--- config.mk ---
export PLATFORM = sky130hd
export DESIGN_NAME = exu_mdu_ctrl
export DESIGN_NICKNAME = d
export VERILOG_FILES = /design/src/rtl/mdu_ctrl_pkg.sv /design/src/rtl/mdu_res_fmt.sv /design/src/rtl/exu_mdu_ctrl.sv
export SDC_FILE = /design/constraint.sdc
export NUM_CORES = 1
export LEC_CHECK = 0
export BUFFER_PORTS_ARGS = -buffer_cell sky130_fd_sc_hd__buf_2
export CORE_AREA = 2 2 236 238
export CTS_CLUSTER_SIZE = 8
export DETAILED_ROUTE_END_ITERATION = 6
export DIE_AREA = 0 0 238 240
export GPL_TIMING_DRIVEN = 0
export PLACE_DENSITY = 0.44
export SYNTH_ARGS = -nofsm -noshare
export SYNTH_HDL_FRONTEND = slang
export SYNTH_HIERARCHICAL = 1
export SYNTH_SLANG_ARGS = --single-unit
--- constraint.sdc ---
create_clock -name clk -period 16.2 [get_ports clk]
set_input_delay 0 -clock clk [delete_from_list [all_inputs] [get_ports clk]]
set_output_delay 0 -clock clk [all_outputs]
set_load 0.005 [all_outputs]
--- src/rtl/mdu_ctrl_pkg.sv ---
// Shared definitions for the MDU sequencer.
//   - mdu_state_e : sequencer state encoding (IDLE=0, REQ=1, WAIT=2, DONE=3)
//   - UNIT_MUL / UNIT_DIV : value of the latched unit select bit
//   - XLEN_DEF : default datapath width
package mdu_ctrl_pkg;

  localparam int XLEN_DEF = 64;

  typedef enum logic [1:0] {
    ST_IDLE = 2'd0,
    ST_REQ  = 2'd1,
    ST_WAIT = 2'd2,
    ST_DONE = 2'd3
  } mdu_state_e;

  localparam logic UNIT_MUL = 1'b0;
  localparam logic UNIT_DIV = 1'b1;

endpackage

--- src/rtl/mdu_res_fmt.sv ---
// Result formatter for the MDU sequencer (purely combinational).
// Picks the requested half of the multiplier or divider response and, for
// word ops, sign-extends bit 31 into the upper half.
// Ports:
//   unit_sel          : 0 = multiplier, 1 = divider
//   res_sel           : mul: 1 = low half / 0 = high half; div: 1 = quotient / 0 = remainder
//   word              : sign-extend the selected value from bit 31
//   mul_hi, mul_lo    : product halves
//   div_q, div_r      : quotient and remainder
//   res_data          : formatted result
module mdu_res_fmt
  import mdu_ctrl_pkg::*;
#(
  parameter int XLEN = XLEN_DEF
) (
  input  logic            unit_sel,
  input  logic            res_sel,
  input  logic            word,
  input  logic [XLEN-1:0] mul_hi,
  input  logic [XLEN-1:0] mul_lo,
  input  logic [XLEN-1:0] div_q,
  input  logic [XLEN-1:0] div_r,
  output logic [XLEN-1:0] res_data
);

  logic [XLEN-1:0] sel_s;

  function automatic logic [XLEN-1:0] sext_word(input logic [XLEN-1:0] v);
    return {{(XLEN-32){v[31]}}, v[31:0]};
  endfunction

  // Select the requested response half, then apply word sign-extension.
  always_comb begin
    sel_s    = '0;
    res_data = '0;
    if (unit_sel == UNIT_MUL) begin
      if (res_sel) begin
        sel_s = mul_lo;
      end else begin
        sel_s = mul_hi;
      end
    end else begin
      if (res_sel) begin
        sel_s = div_q;
      end else begin
        sel_s = div_r;
      end
    end
    if (word) begin
      res_data = sext_word(sel_s);
    end else begin
      res_data = sel_s;
    end
  end

endmodule

--- src/rtl/exu_mdu_ctrl.sv ---
// Sequencer for the multi-cycle multiplier and divider behind ID/EX.
// Accepts one mul/div op, holds ID/EX via exu_idle while it is in flight,
// handshakes request/response with the selected unit, formats the result
// and holds it until the EX/MEM side takes it. A flush kills the op.
// Ports:
//   clk, rst                 : clock, asynchronous active-high reset
//   flush                    : pipeline flush
//   issue_valid, mul_valid, div_valid, mul_signed, mul_res_lo,
//   div_signed, div_quotient, inst_32, src1, src2 : op from ID/EX
//   md_src1, md_src2, md_signed, md_word          : latched op to the units
//   mul_req_*/mul_resp_*/mul_flush                : multiplier handshake
//   div_req_*/div_resp_*/div_flush                : divider handshake
//   exu_idle                 : ID/EX may advance
//   res_valid, res_ready, res_data                : formatted result
// Optional feature macro MDU_PERF_EN adds perf_mul_cnt, perf_div_cnt and
// perf_busy_cnt (CNT_W bits each, wrapping).
module exu_mdu_ctrl
  import mdu_ctrl_pkg::*;
#(
  parameter int XLEN = XLEN_DEF
`ifdef MDU_PERF_EN
  ,
  parameter int CNT_W = 32
`endif
) (
  input  logic            clk,
  input  logic            rst,
  input  logic            flush,
  input  logic            issue_valid,
  input  logic            mul_valid,
  input  logic            div_valid,
  input  logic [1:0]      mul_signed,
  input  logic            mul_res_lo,
  input  logic [1:0]      div_signed,
  input  logic            div_quotient,
  input  logic            inst_32,
  input  logic [XLEN-1:0] src1,
  input  logic [XLEN-1:0] src2,
  output logic [XLEN-1:0] md_src1,
  output logic [XLEN-1:0] md_src2,
  output logic [1:0]      md_signed,
  output logic            md_word,
  output logic            mul_req_valid,
  input  logic            mul_req_ready,
  output logic            mul_flush,
  input  logic            mul_resp_valid,
  input  logic [XLEN-1:0] mul_resp_hi,
  input  logic [XLEN-1:0] mul_resp_lo,
  output logic            div_req_valid,
  input  logic            div_req_ready,
  output logic            div_flush,
  input  logic            div_resp_valid,
  input  logic [XLEN-1:0] div_resp_q,
  input  logic [XLEN-1:0] div_resp_r,
  output logic            exu_idle,
  output logic            res_valid,
  input  logic            res_ready,
  output logic [XLEN-1:0] res_data
`ifdef MDU_PERF_EN
  ,
  output logic [CNT_W-1:0] perf_mul_cnt,
  output logic [CNT_W-1:0] perf_div_cnt,
  output logic [CNT_W-1:0] perf_busy_cnt
`endif
);

  mdu_state_e      state_r;
  mdu_state_e      state_nxt_s;
  logic            unit_sel_r;
  logic            res_sel_r;
  logic            word_r;
  logic [1:0]      signed_r;
  logic [XLEN-1:0] src1_r;
  logic [XLEN-1:0] src2_r;
  logic [XLEN-1:0] res_data_r;
  logic            res_valid_r;
  logic [XLEN-1:0] fmt_data_s;
  logic            start_s;
  logic            req_ready_s;
  logic            resp_valid_s;
  logic            capture_s;
  logic            done_exit_s;

  // Only the selected unit's handshake inputs matter; the other is ignored.
  assign req_ready_s  = (unit_sel_r == UNIT_MUL) ? mul_req_ready  : div_req_ready;
  assign resp_valid_s = (unit_sel_r == UNIT_MUL) ? mul_resp_valid : div_resp_valid;

  assign start_s     = (state_r == ST_IDLE) & issue_valid & (mul_valid | div_valid) & ~flush;
  // Flush beats a same-cycle response: nothing is captured.
  assign capture_s   = (state_r == ST_WAIT) & resp_valid_s & ~flush;
  assign done_exit_s = (state_r == ST_DONE) & (res_ready | flush);

  assign md_src1   = src1_r;
  assign md_src2   = src2_r;
  assign md_signed = signed_r;
  assign md_word   = word_r;
  assign res_data  = res_data_r;
  assign res_valid = res_valid_r;

  mdu_res_fmt #(
    .XLEN     (XLEN)
  ) u_fmt (
    .unit_sel (unit_sel_r),
    .res_sel  (res_sel_r),
    .word     (word_r),
    .mul_hi   (mul_resp_hi),
    .mul_lo   (mul_resp_lo),
    .div_q    (div_resp_q),
    .div_r    (div_resp_r),
    .res_data (fmt_data_s)
  );

  // Sequencer state register.
  always_ff @(posedge clk or posedge rst) begin
    if (rst) begin
      state_r <= ST_IDLE;
    end else begin
      state_r <= state_nxt_s;
    end
  end

  // Next state plus combinational handshake, flush and idle outputs.
  always_comb begin
    state_nxt_s   = state_r;
    exu_idle      = 1'b0;
    mul_req_valid = 1'b0;
    div_req_valid = 1'b0;
    mul_flush     = 1'b0;
    div_flush     = 1'b0;
    case (state_r)
      ST_IDLE: begin
        exu_idle = ~start_s;
        if (start_s) begin
          state_nxt_s = ST_REQ;
        end else begin
          state_nxt_s = ST_IDLE;
        end
      end
      ST_REQ: begin
        mul_req_valid = (unit_sel_r == UNIT_MUL);
        div_req_valid = (unit_sel_r == UNIT_DIV);
        mul_flush     = flush & (unit_sel_r == UNIT_MUL);
        div_flush     = flush & (unit_sel_r == UNIT_DIV);
        if (flush) begin
          state_nxt_s = ST_IDLE;
        end else if (req_ready_s) begin
          state_nxt_s = ST_WAIT;
        end else begin
          state_nxt_s = ST_REQ;
        end
      end
      ST_WAIT: begin
        mul_flush = flush & (unit_sel_r == UNIT_MUL);
        div_flush = flush & (unit_sel_r == UNIT_DIV);
        if (flush) begin
          state_nxt_s = ST_IDLE;
        end else if (resp_valid_s) begin
          state_nxt_s = ST_DONE;
        end else begin
          state_nxt_s = ST_WAIT;
        end
      end
      ST_DONE: begin
        // A flushed result is dropped without letting ID/EX advance.
        exu_idle = res_ready & ~flush;
        if (flush || res_ready) begin
          state_nxt_s = ST_IDLE;
        end else begin
          state_nxt_s = ST_DONE;
        end
      end
      default: begin
        state_nxt_s = ST_IDLE;
      end
    endcase
  end

  // Latch the accepted op; mul takes priority when both valids are set.
  always_ff @(posedge clk or posedge rst) begin
    if (rst) begin
      unit_sel_r <= UNIT_MUL;
      res_sel_r  <= 1'b0;
      word_r     <= 1'b0;
      signed_r   <= 2'b00;
      src1_r     <= '0;
      src2_r     <= '0;
    end else if (start_s) begin
      unit_sel_r <= mul_valid ? UNIT_MUL : UNIT_DIV;
      res_sel_r  <= mul_valid ? mul_res_lo : div_quotient;
      signed_r   <= mul_valid ? mul_signed : div_signed;
      word_r     <= inst_32;
      src1_r     <= src1;
      src2_r     <= src2;
    end else begin
      unit_sel_r <= unit_sel_r;
      res_sel_r  <= res_sel_r;
      word_r     <= word_r;
      signed_r   <= signed_r;
      src1_r     <= src1_r;
      src2_r     <= src2_r;
    end
  end

  // Capture the formatted result and hold it until handshake or flush.
  always_ff @(posedge clk or posedge rst) begin
    if (rst) begin
      res_data_r  <= '0;
      res_valid_r <= 1'b0;
    end else if (capture_s) begin
      res_data_r  <= fmt_data_s;
      res_valid_r <= 1'b1;
    end else if (done_exit_s) begin
      res_data_r  <= res_data_r;
      res_valid_r <= 1'b0;
    end else begin
      res_data_r  <= res_data_r;
      res_valid_r <= res_valid_r;
    end
  end

`ifdef MDU_PERF_EN
  logic [CNT_W-1:0] perf_mul_r;
  logic [CNT_W-1:0] perf_div_r;
  logic [CNT_W-1:0] perf_busy_r;
  logic             done_hs_s;

  // Only a real result handshake counts; a flush in DONE does not.
  assign done_hs_s = (state_r == ST_DONE) & res_ready & ~flush;

  assign perf_mul_cnt  = perf_mul_r;
  assign perf_div_cnt  = perf_div_r;
  assign perf_busy_cnt = perf_busy_r;

  // Wrapping completion and busy-cycle counters.
  always_ff @(posedge clk or posedge rst) begin
    if (rst) begin
      perf_mul_r  <= '0;
      perf_div_r  <= '0;
      perf_busy_r <= '0;
    end else begin
      if (done_hs_s && (unit_sel_r == UNIT_MUL)) begin
        perf_mul_r <= perf_mul_r + {{(CNT_W-1){1'b0}}, 1'b1};
      end else begin
        perf_mul_r <= perf_mul_r;
      end
      if (done_hs_s && (unit_sel_r == UNIT_DIV)) begin
        perf_div_r <= perf_div_r + {{(CNT_W-1){1'b0}}, 1'b1};
      end else begin
        perf_div_r <= perf_div_r;
      end
      if (!exu_idle) begin
        perf_busy_r <= perf_busy_r + {{(CNT_W-1){1'b0}}, 1'b1};
      end else begin
        perf_busy_r <= perf_busy_r;
      end
    end
  end
`endif

endmodule

==> Word level (Yosys, flattened, before mapping) <==
Index checks and enable logic that the tools add are counted.
{ "word_totals": {"inputBits": 402, "word_cells": 53, "register_bits": 200, "output_inout_bits": 201} }
{ "classes": {"bitwise_logic": 14, "n_reduce_logical": 4, "eq_ne": 3, "mux": 23} }
{ "op_table": {"columns": ["operator", "count"], "rows": [
  ["64-bit two-way mux", 4],
  ["1-bit two-way mux", 12],
  ["2-bit two-way mux", 5],
  ["1-bit AND", 9],
  ["2-bit case mux with 4 select lines", 1],
  ["2-bit == test (second input constant)", 2],
  ["1-bit inverter", 3],
  ["2-bit by 1-bit == test with 1-bit output (second input constant)", 1],
  ["2-bit zero test", 1],
  ["1-bit OR", 2],
  ["1-bit case mux with 2 select lines", 1],
  ["2-bit nonzero test", 1],
  ["2-bit OR reduction", 1],
  ["1-bit logical OR", 1]
]} }

==> Logic depth before layout (Yosys ltp) <==
Gate-level depths: netlist (run 1).
{ "depth": {"ltp_word": 6, "mapped_depth": 7} }

==> By module <==
Netlist (run 1), hierarchy kept.
{ "modules_own_cells": {"columns": ["module", "cells_each", "seq_area_each_um2", "instances", "area_per_inst_um2"], "rows": [
  ["exu_mdu_ctrl", 453, 5004.8, 1, 7820.0],
  ["mdu_res_fmt", 117, 0.0, 1, 2062.0]
]} }

==> Worst setup path before layout (run 1) <==
No wires, ideal clock.
{ "synth_path": {"path_kind": "reg2reg", "start": "reg unit_sel_r", "end": "reg res_data_r[43], in the netlist res_data[43]", "setup_slack_ns": 14.264, "required_time_ns": 16.075, "period_less_slack_ns": 1.936, "path_stages_with_launch": 6, "t_arrival_ns": 1.812, "path_cell_list": "dfrtp_1 -> buf_4 -> clkbuf_1 -> mux4_2 -> mux2_4 -> mux2_2"} }
{ "synth_between": {"elab_cells_between_ends": 5} }
{ "synth_lines": {"columns": ["item", "line_no", "source"], "rows": [
  ["start, declared", "exu_mdu_ctrl.sv:69", "logic unit_sel_r;"],
  ["start signal, assigned", "exu_mdu_ctrl.sv:188", "unit_sel_r <= mul_valid ? UNIT_MUL : UNIT_DIV;"],
  ["start signal, assigned", "exu_mdu_ctrl.sv:195", "unit_sel_r <= unit_sel_r;"],
  ["64-bit two-way mux", "mdu_res_fmt.sv:36", "if (unit_sel == UNIT_MUL) begin"],
  ["64-bit two-way mux", "mdu_res_fmt.sv:49", "if (word) begin"],
  ["net fmt_data_s[43]", "exu_mdu_ctrl.sv:77", "logic [XLEN-1:0] fmt_data_s;"],
  ["end signal, assigned", "exu_mdu_ctrl.sv:210", "res_data_r <= fmt_data_s;"],
  ["end signal, assigned", "exu_mdu_ctrl.sv:213", "res_data_r <= res_data_r;"],
  ["end signal, assigned", "exu_mdu_ctrl.sv:216", "res_data_r <= res_data_r;"],
  ["end, declared", "exu_mdu_ctrl.sv:75", "logic [XLEN-1:0] res_data_r;"]
]} }
The timed path passes the listed nets, and every way through them passes these cells.
A chain may end at the register's enable or synchronous reset.

==> Worst setup path in the final report (run 1) <==
{ "layout_path": {"start": "reg unit_sel_r", "end": "reg res_data_r[1], in the netlist res_data[1]"} }
The elaborated chain is that of the path after synthesis.

==> flow_summary.yaml, run 1 <==
drt:
  wire_per_inst_microns: 17.9
  dr.pass1.iters: 6
  first_iter_violations: 194
  wl_microns: 37900
  dr_total_vias: 8417
  vias_per_cell: 3.98
  antenna_left: 0
  drc_errors: 0
final_layout:
  drive_above_1_share_pct: 68.5
  fillCellCount: 5578
  nNetsFinal: 1804
  syn_to_final_growth_pct: 67.3
  multi_input_area_sq_um: 4530
  seq_area_sq_um: 5000
  post-route-util_pct: 30.2
cts:
  hold_buffers: 206
  clk_path_buf_depth: 2
  htree_levels: 4
  clk_latency_ns: 0.50
  clock_sinks: 200
  cts_tree: "yes"
  cts_root_buffer: "clkbuf_16"
  numCtsBuffers: 17
  cts_setup_buffers: 0
  path_clk_slew_ns: 0.09
  ctsResizeCount: 0
global_routing:
  busiest_layer: "met2"
  use_met3_pct: 4.47
  grt_pass1_wl_microns: 54600
  grt_use_total_pct: 13.1
  grt_max_degree: 103
  grt_overflow: 0
  antenna_found_initial: 5
  grt_pass1_vias: 9170
  grt_util_met1_pct: 14.4
  met2_usage_pct: 23.1
worst_setup_path:
  critPathRequiredTime_ns: 16.59
  worstPathMaxFanout: 10
  arrival_ns: 3.78
  startpoint_type: "flop"
  worstSetupEndpointType: "flop"
  crit_type: "reg2reg"
floorplanning:
  start_util_pct: 18.1
  die_w_microns: 238
  top_level_ports: 603
  core_sq_um: 54700
  rows: 86
  die_area_sq_um: 57100
  die_h_microns: 240
sta:
  relSlewSlack_pct: 47.1
  final.min_clock_period_ns: 3.39
  rsz0062_at_grt: "false"
  fin_crit_sh_pct: 20.9
  hold_violations: 0
  finClkSkew_ns: 0.0193
  final.setup.tns_ns: 0
  fmax_ghz: 0.295
  slew_viol_final: 0
  fin_hold_ws_ns: 0.0693
  tightest_slew_ns: 0.794
  setup_viol: 0
logic_synthesis:
  ys_seq_elements: 200
  ys_types: 29
  syn_area_sq_um: 9880
  syn_nets: 976
  yosysWarnings: 6
  syn_avg_cell_area_sq_um: 17.3
  seq_area_frac_synth_pct: 50.6
  synthCells: 570
hold_path:
  hp-class: "in2reg"
power:
  p_leak_nw: 8.05
  pwr_density_cell_nw_per_um2: 94.7
  ir_drop_mv: 0.0784
placed_design:
  portBuffers: 602
  dp_hpwl_microns: 29500
  gp_congestion: 0.806
run_status:
  status: "finished clean"
run:
  cap_violations: 0
-- power breakdown --
group | switching (W) | leakage [nW] | internal (W)
Combinational | 0.000181 | 5.23 | 0.000296
Clock | 0.000228 | 0.323 | 0.000266
Sequential | 0.0000328 | 2.50 | 0.000563
-- stage by stage --
step	power [W]	cell area, sq um	cells	setup WS [ns]
detailed placement	0.00103	13800	1877	13.27
global route	0.00165	16500	2115	12.67
finish	0.00157	16500	2117	12.81
CTS	0.00160	16500	2115	12.73
floorplan	0.000846	9880	570	10.75
global placement	0.00103	13800	1876	7.73
-- cell type report --
class                   count  area share (%)
diodes                      2          0.0303
plain buffers              42            1.98
repair buffers            809            30.9
flip-flops and latches    200            30.3
well taps                 704            5.33
multi-input cells         324            27.4
clock buffers              17            2.57
clock inverters            15            1.39
inverters                   4           0.136
-- kinds of logic after synthesis --
family,share of synthesized area [%]
buffers and inverters,3.47
adder cells (fa/ha/maj),0.506
flip-flops,50.6
AO/OA/AOI/OAI,0.532
AND/OR/NAND/NOR,0.937
multiplexers,43.9
-- cell usage in the layout (no fill, tap or decap), types with 2 or more instances in the layout --
cell type,instances
buf_12,4
mux2_2,164
inv_6,3
mux4_2,60
bufinv_16,4
o21ai_0,2
buf_6,5
buf_2,614
mux2_4,69
mux4_1,4
inv_8,5
buf_4,14
clkbuf_16,17
dfrtp_1,200
diode_2,2
nor2b_1,3
nor2_1,3
inv_1,3
clkbuf_1,4
a21oi_1,3
clkinv_4,2
ha_1,4
dlygate4sd3_1,206
buf_1,3
-- worst paths after layout --
path / start / end / slack (ns) / depth (start not counted)
setup / recovery: unit_sel_r$_DFFE_PP0P_ / res_data[1]$_DFFE_PP0P_ / 12.81 / 6
hold / removal: mul_resp_hi[50] / res_data[50]$_DFFE_PP0P_ / 0.07 / 4
setup reg to reg: unit_sel_r$_DFFE_PP0P_ / res_data[1]$_DFFE_PP0P_ / 12.81 / 6
hold reg to reg: res_valid$_DFFE_PP0P_ / res_valid$_DFFE_PP0P_ / 0.49 / 1
max in group asynchronous: rst / state_r[1]$_DFF_PP0_ / 15.03 / 4
min in group asynchronous: rst / md_src1[57]$_DFFE_PP0P_ / 0.18 / 3
-- cell usage after synthesis --
master | n | area [sq um]
nand3_1 | 1 | 5.00
nand2_1 | 1 | 3.75
and3_1 | 1 | 6.26
nand3b_1 | 1 | 7.51
buf_6 | 5 | 56.3
buf_1 | 3 | 11.3
a221oi_1 | 1 | 8.76
nor3b_1 | 1 | 7.51
and3_4 | 1 | 11.3
ha_1 | 4 | 50.1
o21ai_0 | 2 | 10.0
and3b_1 | 1 | 8.76
a21oi_1 | 3 | 15.0
clkbuf_1 | 4 | 15.0
dfrtp_1 | 200 | 5000
mux2_2 | 164 | 1850
inv_1 | 4 | 15.0
mux2_4 | 69 | 1040
nor2_2 | 1 | 6.26
a21o_1 | 1 | 7.51
nor2_1 | 3 | 11.3
mux4_2 | 60 | 1350
and2_1 | 1 | 6.26
mux4_1 | 4 | 105
buf_12 | 4 | 80.1
buf_2 | 12 | 60.1
o41a_1 | 1 | 11.3
nor2b_1 | 3 | 18.8
buf_4 | 14 | 105
-- metal layers --
layer	part of all wire [%]	vias up	wire, microns
met3	7.7	55	2910
met1	39	4139	14700
met2	51	389	19200
li1	-	3828	-
met4	2.8	6	1050
met5	0.11	-	42
-- flip-flops by register name (all words and copies together), names as in the netlist --
name,count
md_word,1
state_r,2
md_signed,2
md_src1,64
res_valid,1
res_sel_r,1
res_data,64
md_src2,64
unit_sel_r,1
-- worst max-delay path, stage by stage, from the launching register on --
cell and delay (ns):
dfrtp_1 0.69, buf_4 0.30, buf_2 0.41, buf_1 0.61, mux4_2 0.41, dlygate4sd3_1 0.58
mux2_4 0.26
Power figures use the tool's default switching activity.
==> run 2, diff against run 1 <==
Settings changed: PLACE_DENSITY 0.44 to 0.46.
Clock period 16.2 ns to 3 ns, I/O delays scaled along.
==> run 2 against run 1 <==
Against the previous run:
- critical endpoint is now res_data[20]$_DFFE_PP0P_
- power grew to 5.1 times the previous value
- clock skew shrank 0.0059 ns
- largest power group unchanged
- core utilization grew 1.0 points
- die area is the same
- combinational power grew to 5.3 times the previous value
- cell count grew 3.1%
- hold slack gained 0.031 ns
- first-iteration DRC count grew 53%
==> flow_summary.yaml, run 2 (synthesis results as in run 1) <==
worst_setup_path:
  r2r_slack_ns: 0.32
  arrival_ns: 3.04
  worstPathMaxFanout: 10
  critical-path-max-stage-delay_ns: 0.59
  crit_path_end: "res_data[20]$_DFFE_PP0P_"
  crit_type: "reg2reg"
  crit_start: "unit_sel_r$_DFFE_PP0P_"
  worstSetupEndpointType: "flop"
  worstReg2RegStart: "unit_sel_r$_DFFE_PP0P_"
  startpoint_type: "flop"
  critPathRequiredTime_ns: 3.36
  reg2reg_depth: 5
  rr_endpoint: "res_data[20]$_DFFE_PP0P_"
  crit_chain: "buf_4 -> buf_2 -> buf_1 -> mux4_2 -> mux2_4"
  slowest_stage: "dfrtp_1"
sta:
  relSlewSlack_pct: 46.3
  setup_viol: 0
  setup_slack_ns: 0.319
  fin_crit_sh_pct: 89.4
  rsz0062_at_grt: "false"
  final.min_clock_period_ns: 2.68
  fmax_ghz: 0.373
  finClkSkew_ns: 0.0134
  hold_violations: 0
  tightest_slew_ns: 0.805
  slew_viol_final: 0
floorplanning:
  core_sq_um: 54700
  die_h_microns: 240
  die_w_microns: 238
  die_area_sq_um: 57100
  start_util_pct: 18.1
  top_level_ports: 603
  rows: 86
final_layout:
  post-route-util_pct: 31.3
  final_cell_mix: "buf_2 (614), dlygate4sd3_1 (266), dfrtp_1 (200)"
  syn_to_final_growth_pct: 73.0
  final_common_cell: "buf_2"
  nNetsFinal: 1868
  drive_above_1_share_pct: 65.7
  fin_area_sq_um: 17100
global_routing:
  grt_pass1_wl_microns: 55200
  grt_use_total_pct: 13.0
  grt_overflow: 0
  antenna_found_initial: 4
  grt_max_degree: 41
  grt_pass1_vias: 9722
cts:
  numCtsBuffers: 17
  clock_sinks: 200
  htree_levels: 4
  cts_root_buffer: "clkbuf_16"
  clk_latency_ns: 0.47
  cts_setup_buffers: 0
  cts_tree: "yes"
  clk_path_buf_depth: 2
  path_clk_slew_ns: 0.08
placed_design:
  postPlaceCellArea_sq_um: 13900
  place_ws_ns: 0.284
  gp_congestion: 0.775
  portBuffers: 602
  dp_hpwl_microns: 28900
run:
  cap_violations: 0
drt:
  first_iter_violations: 297
  wire_per_inst_microns: 17.4
  antenna_left: 0
  dr_total_vias: 8639
  vias_per_cell: 3.96
  wl_microns: 38000
  drc_errors: 0
  dr.pass1.iters: 4
power:
  p_leak_nw: 8.28
  ir_drop_mv: 0.415
  pwr_density_cell_nw_per_um2: 467
hold_path:
  hp-class: "in2reg"
run_status:
  status: "finished clean"
## run 2: changes by cell type in the layout (fill, tap and decap cells not counted), sizes merged
cell and delta:
buf +4, bufinv -4, clkbuf +1, clkinvlp +2
diode +2, dlygate4sd3 +60
## run 2: final cells by class
type	count	area, sq um
antenna	4	10.0
buffer	42	328
clock buffer	18	439
clock inverter	13	109
fill	5552	37600
inverter	4	18.8
multi-input combinational	324	4530
sequential	200	5000
tap	704	881
timing repair buffer	873	5780
## run 2: repair_timing
action                                  CTS  global route
endpoints found under the setup margin    0             0
hold buffers                            266             0
endpoints found under the hold margin   196             0
gates resized for setup                   0             0
## run 2: worst min-delay path by stage
stage	start	endpoint	slack [ns]	cells past startpoint
2_1_floorplan	flush	mul_flush	0.07	2
6_report	mul_resp_hi[56]	res_data[56]$_DFFE_PP0P_	0.10	4
3_5_place_dp	rst	md_src1[3]$_DFFE_PP0P_	0.18	2
5_1_grt	div_resp_r[56]	res_data[56]$_DFFE_PP0P_	0.07	4
3_3_place_gp	src1[45]	md_src1[45]$_DFFE_PP0P_	0.23	2
4_1_cts	mul_resp_hi[56]	res_data[56]$_DFFE_PP0P_	0.04	4
## run 2: metal layers
layer / track usage (%) / part of all wire (%) / vias to the layer above
li1: - / - / 3965
met1: 13.5 / 38 / 4222
met2: 24.1 / 53 / 390
met3: 4.31 / 7.2 / 60
met4: 4.77 / 2.6 / 2
met5: 0 / 0.034 / -
## run 2: critical path, delay by kind of cell, from the launching register on
kind     cells  cell delay [ns]
flops        1             0.59
buf+inv      3             1.26
mux          2             0.70
## run 2: stage by stage
| stage | setup TNS, ns | hold slack, ns | instances | total power (W) |
|---|---|---|---|---|
| global route | 0 | 0.0666 | 2179 | 0.00845 |
| finish | 0 | 0.100 | 2182 | 0.00799 |
| detailed placement | 0 | 0.178 | 1881 | 0.00554 |
| CTS | 0 | 0.0382 | 2178 | 0.00816 |
| global placement | -223.88 | 0.234 | 1876 | 0.00550 |
| floorplan | 0 | 0.0737 | 570 | 0.00457 |
## run 2: where the power goes
group          total (W)  switching [W]  leakage [nW]  internal, W
registers        0.00322       0.000178          2.50      0.00304
logic            0.00251       0.000951          5.50      0.00156
clock network    0.00226        0.00115         0.274      0.00110
total            0.00799        0.00228          8.28      0.00570
==> run 3, diff against run 2 <==
Settings changed: CELL_PAD_IN_SITES_DETAIL_PLACEMENT set to 1, CELL_PAD_IN_SITES_GLOBAL_PLACEMENT set to 1, CORE_AREA 2 2 236 238 to 2 2 233 235, DIE_AREA 0 0 238 240 to 0 0 235 237, PLACE_DENSITY 0.46 to 0.56.
==> run 3 against run 2 <==
Against the previous run:
- combinational power increased by 2%
- routed wire length grew 8.1%
- cell count fell by 0.82%
- hold slack worse by 0.035 ns
- clock skew hardly changed
- non-clock buffer count down 9
- fmax fell by 8.9%
- final area fell by 0.23%
- clock-buffer cell count down 1
- sequential share of layout area up 0.069 points
- die area is 2.5% lower
- critical endpoint is now res_data[26]$_DFFE_PP0P_
==> flow_summary.yaml, run 3 (synthesis results as in run 1) <==
power:
  p_leak_nw: 8.26
  ir_drop_mv: 0.434
  pwr_density_cell_nw_per_um2: 484
cts:
  clock_sinks: 200
  numCtsBuffers: 17
  htree_levels: 4
  path_clk_slew_ns: 0.08
  cts_tree: "yes"
  clk_path_buf_depth: 2
  cts_setup_buffers: 0
  clk_latency_ns: 0.48
  cts_root_buffer: "clkbuf_16"
hold_path:
  hp-class: "in2reg"
  worstHoldStart: "res_ready"
  hold_depth: 3
  hold-path-endpoint: "res_valid$_DFFE_PP0P_"
drt:
  vias_per_cell: 4.06
  first_iter_violations: 247
  antenna_left: 0
  dr_total_vias: 8785
  dr.pass1.iters: 5
  wire_per_inst_microns: 19.0
  wl_microns: 41100
  drc_errors: 0
sta:
  fin_hold_ws_ns: 0.0649
  hold_violations: 0
  relSlewSlack_pct: 18.6
  finClkSkew_ns: 0.0134
  slew_viol_final: 0
  setup_viol: 0
  rsz0062_at_grt: "false"
  fin_crit_sh_pct: 98.1
  fmax_ghz: 0.340
  final.setup.tns_ns: 0
  tightest_slew_ns: 1.22
  final.min_clock_period_ns: 2.94
run_status:
  status: "finished clean"
final_layout:
  fin_area_sq_um: 17100
  final_common_cell: "buf_2"
  fillCellCount: 5914
  syn_to_final_growth_pct: 72.6
  seq_area_sq_um: 5000
  multi_input_area_sq_um: 4530
  drive_above_1_share_pct: 66.2
  nNetsFinal: 1859
  final_cell_mix: "buf_2 (614), dlygate4sd3_1 (257), dfrtp_1 (200)"
worst_setup_path:
  critPathRequiredTime_ns: 3.37
  crit_chain: "buf_4 -> buf_2 -> buf_1 -> mux4_2 -> mux2_4"
  reg2reg_depth: 5
  arrival_ns: 3.31
  slowest_stage: "buf_1"
  worstReg2RegStart: "unit_sel_r$_DFFE_PP0P_"
  worstPathMaxFanout: 10
  crit_start: "unit_sel_r$_DFFE_PP0P_"
  startpoint_type: "flop"
  crit_type: "reg2reg"
  rr_endpoint: "res_data[26]$_DFFE_PP0P_"
  worstSetupEndpointType: "flop"
  r2r_slack_ns: 0.06
  critical-path-max-stage-delay_ns: 0.94
floorplanning:
  die_h_microns: 237
  start_util_pct: 18.5
  rows: 85
  die_w_microns: 235
  top_level_ports: 603
  die_area_sq_um: 55700
  core_sq_um: 53300
global_routing:
  grt_use_total_pct: 14.8
  grt_overflow: 0
  grt_pass1_vias: 10106
  grt_max_degree: 41
  grt_pass1_wl_microns: 62100
  antenna_found_initial: 9
placed_design:
  gp_congestion: 0.805
  dp_hpwl_microns: 30200
  postPlaceCellArea_sq_um: 13900
  portBuffers: 602
run:
  cap_violations: 0
## run 3: power by group
group | internal [W] | leakage, nW | switching (W)
clock network | 0.00126 | 0.288 | 0.00120
logic | 0.00157 | 5.47 | 0.00100
registers | 0.00304 | 2.50 | 0.000180
## run 3: worst max-delay path, delay by kind of cell (launching register included)
| kind | cells | cell delay [ns] |
|---|---|---|
| buf+inv | 3 | 1.55 |
| mux | 2 | 0.74 |
| flops | 1 | 0.53 |
## run 3: through the flow
stage	worst slack (ns)	power (W)	instances	util [%]
2_1_floorplan	0.412	0.00457	570	-
3_3_place_gp	-1.06	0.00551	1868	25.8
3_5_place_dp	0.0992	0.00557	1873	26.0
4_1_cts	0.0176	0.00839	2161	32.0
5_1_grt	0.00896	0.00871	2163	32.0
6_report	0.0582	0.00825	2164	32.0
## run 3: how the worst max path moves through the flow
stage                                to  slack (ns)  depth (start not counted)
6_report       res_data[26]$_DFFE_PP0P_        0.06                          5
3_5_place_dp   res_data[27]$_DFFE_PP0P_         0.1                          5
4_1_cts         res_data[4]$_DFFE_PP0P_        0.02                          6
5_1_grt        res_data[28]$_DFFE_PP0P_       0.009                          5
2_1_floorplan  md_signed[0]$_DFFE_PP0P_        0.41                          1
3_3_place_gp    res_data[7]$_DFFE_PP0P_       -1.06                          2
## run 3: metal layers
layer  global-route usage, %  part of all wire [%]
met4                    6.87                   2.9
met5                       0                  0.11
met3                    3.65                   6.0
met2                    27.0                    53
met1                    16.0                    38
## run 3: what timing repair did
action,CTS,global route
hold buffers,257,0
setup endpoints to repair,0,3
gates resized for setup,0,1
hold endpoints to repair,193,0
## run 3: final cells by class
cell class                      instances  area share, %
Antenna cell                            3         0.0440
Buffer                                 42           1.93
Clock buffer                           17           2.49
Clock inverter                         14           1.08
Inverter                                4          0.110
Multi-Input combinational cell        324           26.6
Sequential cell                       200           29.3
Tap cell                              696           5.10
Timing Repair Buffer                  864           33.3
